### config.mk
export PLATFORM = sky130hd
export DESIGN_NAME = uart_tx_scheduler
export DESIGN_NICKNAME = d
export VERILOG_FILES = /design/src/rtl/uart_pkg.sv /design/src/rtl/rr_arbiter.sv /design/src/rtl/uart_tx_scheduler.sv
export SDC_FILE = /design/constraint.sdc
export NUM_CORES = 1
export LEC_CHECK = 0
export ABC_AREA = 1
export CAP_MARGIN = 40
export CORE_AREA = 2 2 188 190
export CTS_CLUSTER_DIAMETER = 50
export DETAILED_ROUTE_END_ITERATION = 10
export DIE_AREA = 0 0 190 192
export GPL_ROUTABILITY_DRIVEN = 0
export GPL_TIMING_DRIVEN = 0
export PLACE_DENSITY = 0.59
export SLEW_MARGIN = 30
export SYNTH_ARGS = -nofsm -noshare
export SYNTH_HDL_FRONTEND = slang
export SYNTH_SLANG_ARGS = --single-unit
### constraint.sdc
create_clock -name clk_50M -period 6.14 [get_ports clk_50M]
set_input_delay 0.614 -clock clk_50M [delete_from_list [all_inputs] [get_ports clk_50M]]
set_output_delay 0.614 -clock clk_50M [all_outputs]
set_load 0.05 [all_outputs]
### src/rtl/uart_pkg.sv
// uart_pkg: shared UART constants, scheduler state encoding and message byte helper
package uart_pkg;
    localparam logic [7:0] TERM_CHAR    = 8'h23;
    localparam int         CLKS_PER_BIT = 434;
    localparam int         MSG_MAX_LEN  = 15;

    typedef enum logic [2:0] {IDLE, SEND, WAIT, TERM, TERM_WAIT} tx_state_t;

    typedef logic [8*MSG_MAX_LEN-1:0] msg_bus_t;

    // Byte idx of a len-byte message packed with byte 0 in the most-significant position
    function automatic logic [7:0] msg_byte(input msg_bus_t msg, input int len, input int idx);
        return msg[8*(len-1-idx) +: 8];
    endfunction
endpackage

### src/rtl/rr_arbiter.sv
// rr_arbiter: one-hot round-robin pick of the first request after the last grant
module rr_arbiter #(
    parameter int N = 4
) (
    input  logic [N-1:0]         req,
    input  logic [$clog2(N)-1:0] last,
    output logic [N-1:0]         sel
);
    // Scan from farthest to nearest so the nearest pending request after last wins
    always_comb begin
        sel = '0;
        for (int k = N; k >= 1; k--)
            if (req[(int'(last) + k) % N]) sel = N'(1) << ((int'(last) + k) % N);
    end
endmodule

### src/rtl/uart_tx_scheduler.sv
// uart_tx_scheduler: round-robin sharing of one UART serializer among message sources
module uart_tx_scheduler
    import uart_pkg::*;
#(
    parameter int         NUM_REQ   = 4,
    parameter int         MAX_LEN   = 14,
    parameter logic [7:0] TERM_CHAR = uart_pkg::TERM_CHAR
) (
    input  logic                       clk_50M,
    input  logic                       rst,
    input  logic [NUM_REQ-1:0]         req,
    input  logic [NUM_REQ*4-1:0]       req_len,
    input  logic [NUM_REQ*8*MAX_LEN-1:0] req_msg,
    output logic [NUM_REQ-1:0]         grant,
    output logic [NUM_REQ-1:0]         done,
    output logic                       busy,
    output logic                       tx_start,
    output logic [7:0]                 tx_data,
    input  logic                       tx_done
);
    localparam int GW = $clog2(NUM_REQ);
    localparam int IW = $clog2(MAX_LEN);
    localparam int LW = $clog2(MAX_LEN + 1);
    localparam int MW = 8 * MAX_LEN;

    tx_state_t       state, next_state;
    logic [NUM_REQ-1:0] sel;
    logic [GW-1:0]   sel_idx, gidx, last_grant;
    logic [LW-1:0]   sel_len, snap_len;
    logic [IW-1:0]   index;
    logic [MW-1:0]   snap_msg;
    logic            last_byte;

    rr_arbiter #(.N(NUM_REQ)) u_arb (.req(req), .last(last_grant), .sel(sel));

    assign busy      = state != IDLE;
    assign last_byte = LW'(index) == snap_len - LW'(1);

    // Encode the selected source and clamp its length to the payload capacity
    always_comb begin
        sel_idx = '0;
        for (int i = 0; i < NUM_REQ; i++) if (sel[i]) sel_idx = GW'(i);
        sel_len = int'(req_len[4*sel_idx +: 4]) > MAX_LEN ? LW'(MAX_LEN) : LW'(req_len[4*sel_idx +: 4]);
    end

    // State register
    always_ff @(posedge clk_50M or posedge rst) begin
        if (rst) state <= IDLE;
        else     state <= next_state;
    end

    // Next state; tx_done outside WAIT/TERM_WAIT is ignored
    always_comb begin
        next_state = state;
        case (state)
            IDLE:      next_state = |req ? (sel_len == '0 ? TERM : SEND) : IDLE;
            SEND:      next_state = WAIT;
            WAIT:      next_state = tx_done ? (last_byte ? TERM : SEND) : WAIT;
            TERM:      next_state = TERM_WAIT;
            TERM_WAIT: next_state = tx_done ? IDLE : TERM_WAIT;
            default:   next_state = IDLE;
        endcase
    end

    // Grant, snapshot, byte index and serializer handshake registers
    always_ff @(posedge clk_50M or posedge rst) begin
        if (rst) begin
            grant      <= '0;
            done       <= '0;
            tx_start   <= 1'b0;
            tx_data    <= '0;
            last_grant <= GW'(NUM_REQ - 1);
            gidx       <= '0;
            snap_len   <= '0;
            snap_msg   <= '0;
            index      <= '0;
        end else begin
            done     <= '0;
            tx_start <= state == SEND || state == TERM;
            case (state)
                IDLE: if (|req) begin
                    grant    <= sel;
                    gidx     <= sel_idx;
                    snap_len <= sel_len;
                    snap_msg <= req_msg[MW*sel_idx +: MW];
                    index    <= '0;
                end
                SEND: tx_data <= msg_byte(msg_bus_t'(snap_msg), MAX_LEN, int'(index));
                WAIT: if (tx_done && !last_byte) index <= index + 1'b1;
                TERM: tx_data <= TERM_CHAR;
                TERM_WAIT: if (tx_done) begin
                    done       <= grant;
                    grant      <= '0;
                    last_grant <= gidx;
                end
                default: ;
            endcase
        end
    end
endmodule

==> results.json <==
{
  "ys_seq_area_frac": 0.3324,
  "final-max-slew-violation-count": 0,
  "hold_buffers": 0,
  "synth_seq_cells": 144,
  "drtIter0Drc": 878,
  "dpl_cell_area_mm2": 0.01635,
  "fillCellCount": 3486,
  "combPwrFrac": 0.769,
  "core_area_mm2": 0.03429,
  "worst_pin_slew_ns": 0.8286,
  "top_layer": "met4",
  "max-cap-violations": 0,
  "grt_max_degree": 79,
  "cts_sinks": 144,
  "syn_nets": 2101,
  "max_freq_mhz": 300.2,
  "rsz0062_at_grt": "false",
  "r2r-end": "snap_msg[70]$_DFFE_PP0P_",
  "synth-edff-count": 0,
  "clk_path_buf_depth": 2,
  "drc": 0,
  "rows": 68,
  "htree_levels": 4,
  "endpoint_kind": "flip-flop",
  "cts-root-buf": "clkbuf_16",
  "hold_path_class": "flip-flop to flip-flop",
  "nets": 2611,
  "yosysUniqueCellTypes": 44,
  "final_cell_area_mm2": 0.01694,
  "io_buffers": 488,
  "switching_share": 0.5838,
  "clk_latency_ns": 0.44,
  "layout_common_cells": "clkdlybuf4s50_1, nand2_1, nor2_1",
  "hold_violations": 0,
  "internal_power_uw": 5252,
  "finClkSkew_ns": 0.01289,
  "final_common_cell": "clkdlybuf4s50_1",
  "leakage_uw": 0.007266,
  "syn-instance-count": 1619,
  "dr_wl_met2_um": 25600,
  "layout-area-overhead-vs-synth_pct": 56.17,
  "path_class": "flip-flop to flip-flop",
  "vias": 13440,
  "status": "complete, no violations",
  "syn-cell-area_mm2": 0.01085,
  "whs_ns": 0.4771,
  "grtUsageTotal": 0.2815,
  "die_w_um": 190,
  "met3WireLength_um": 3293,
  "dieArea_mm2": 0.03648,
  "cp.required_ns": 6.43,
  "post_drt_via_cell_ratio": 5.175,
  "fp.dieH_um": 192,
  "post-cts-setup-buffer-count": 0,
  "powerDensity_mw_per_mm2": 744.8,
  "period_needed_ns": 3.331,
  "cts_resized": 0,
  "start_kind": "flip-flop",
  "hold_end": "snap_msg[94]$_DFFE_PP0P_",
  "final-setup-viol-count": 0,
  "p_sw_uw": 7366,
  "relSlewSlack": 0.4476,
  "fin_crit_sh": 0.5425,
  "holdCritStartpoint": "snap_msg[94]$_DFFE_PP0P_",
  "synth_ff_type": "dfrtp_1",
  "dr.pass1.iters": 5,
  "antenna_found_initial": 0,
  "wl_per_cell_um": 20.23,
  "wl_um": 52540,
  "ir_drop_uv": 373.4,
  "rr_startpoint": "last_grant[0]$_DFFE_PP1P_",
  "ioPinCount": 489,
  "worstHoldPathCells": 2,
  "antennaDiodeCount": 0,
  "r2r_slack_ns": 2.81,
  "crit_fanout": 10,
  "initial_core_util": 0.3164,
  "wl_met1_um": 22130,
  "grt_pass1_vias": 13342,
  "avgSynthCellArea_um2": 6.700,
  "cts_buffers": 17,
  "p_clk_frac": 0.083,
  "grt_pass1_wl_um": 77290,
  "r2r_cells": 16,
  "overflow": 0,
  "yosys_warnings": 0,
  "post-dp-hpwl_um": 42920,
  "drive_gt1_frac": 0.05649,
  "worstPathArrival_ns": 3.62,
  "cts_tree": "yes",
  "clk_pin_slew_ns": 0.06,
  "synth_async_sr_flop_share": 1.000,
  "drtAntennaViolNets": 0,
  "p_total_uw": 12620,
  "sequentialPowerShare": 0.148
}
critical path, cell delays in order (launching register included):
cell,delay (ns)
dfstp_2,0.65
inv_2,0.12
ha_1,0.35
inv_1,0.10
nand3_2,0.12
nand2_1,0.15
nand3_1,0.09
nand3_1,0.07
nand2_1,0.06
nand2_2,0.13
clkinv_2,0.17
nand2_4,0.16
buf_6,0.24
buf_2,0.35
nand2_1,0.09
o211ai_1,0.21
a21oi_1,0.13
layout make-up:
class / count / area [um^2] / area share
clock buffer: 18 / 439.2 / 0.02592
inverter: 163 / 620.6 / 0.03663
tap: 455 / 569.3 / 0.03360
buffer: 131 / 644.4 / 0.03804
multi-input combinational: 1181 / 5984 / 0.3533
clock inverter: 14 / 142.6 / 0.008420
timing repair buffer: 491 / 4935 / 0.2913
sequential: 144 / 3606 / 0.2129
cell usage after synthesis (3+ instances only):
master,instances,area (um^2)
a21oi_1,162,810.8
a221o_1,3,30.03
a32o_1,5,50.05
buf_1,5,18.77
buf_2,44,220.2
buf_4,16,120.1
buf_6,5,56.30
clkbuf_1,61,229.0
dfrtp_1,142,3553
ha_1,11,137.6
inv_1,158,593.1
nand2_1,319,1197
nand2_2,5,31.28
nand3_1,48,240.2
nand3_2,3,30.03
nand3b_1,3,22.52
nor2_1,220,825.8
nor3_1,4,20.02
o211ai_1,117,878.3
o21ai_0,126,630.6
o21ai_1,37,185.2
o22ai_1,13,81.33
o31ai_1,83,623.1
xor2_1,4,35.03
metrics by stage:
stage               cells  TNS, ns  worst slack [ns]  utilization
floorplan            1619        0             1.663            -
detailed placement   2564        0             2.690       0.4768
global route         2597        0             2.586       0.4941
CTS                  2596        0             2.856       0.4938
global placement     2562   -59.42           -0.4265       0.4754
finish               2597        0             2.809       0.4941
per-layer routing:
layer,up-vias,GRT usage
met5,-,0
met4,0,0.08855
met3,80,0.04842
met2,542,0.4902
met1,6317,0.3543
li1,6501,-
flip-flops by register name, summed over array words and instances, names as in the netlist, 2 cells and up:
name        flops
done            4
gidx            2
grant           4
index           4
last_grant      2
snap_len        4
snap_msg      112
state           3
tx_data         8
cells by family after synthesis:
kind of cell / after synthesis / synth area share
flip-flops: 144 / 0.3324
adder cells (fa/ha/maj): 11 / 0.01269
AO/OA/AOI/OAI: 554 / 0.3099
XOR/XNOR: 6 / 0.004844
buffers and inverters: 294 / 0.1159
AND/OR/NAND/NOR: 609 / 0.2232
multiplexers: 1 / 0.001038
how the worst max path moves through the flow:
stage                                    startpoint                   endpoint  slack, ns  depth (start not counted)
after floorplan                                 rst          done[0]$_DFF_PP0_       1.66                          1
after global placement                          rst   snap_msg[60]$_DFFE_PP0P_      -0.43                          2
after detailed placement                     req[2]       grant[2]$_DFFE_PP0P_       2.69                          8
after CTS                 last_grant[0]$_DFFE_PP1P_  snap_msg[111]$_DFFE_PP0P_       2.86                         16
after global routing      last_grant[0]$_DFFE_PP1P_  snap_msg[111]$_DFFE_PP0P_       2.59                         16
final                     last_grant[0]$_DFFE_PP1P_   snap_msg[70]$_DFFE_PP0P_       2.81                         16
power groups by stage:
stage	logic [uW]	registers, uW	clock network [uW]
after floorplan	6270	1810	0
after global placement	9540	1880	0
after detailed placement	9640	1880	0
after CTS	9680	1870	1060
after global routing	10700	1910	1100
final	9700	1870	1050
Note: power is estimated with default switching activity, not from simulation.
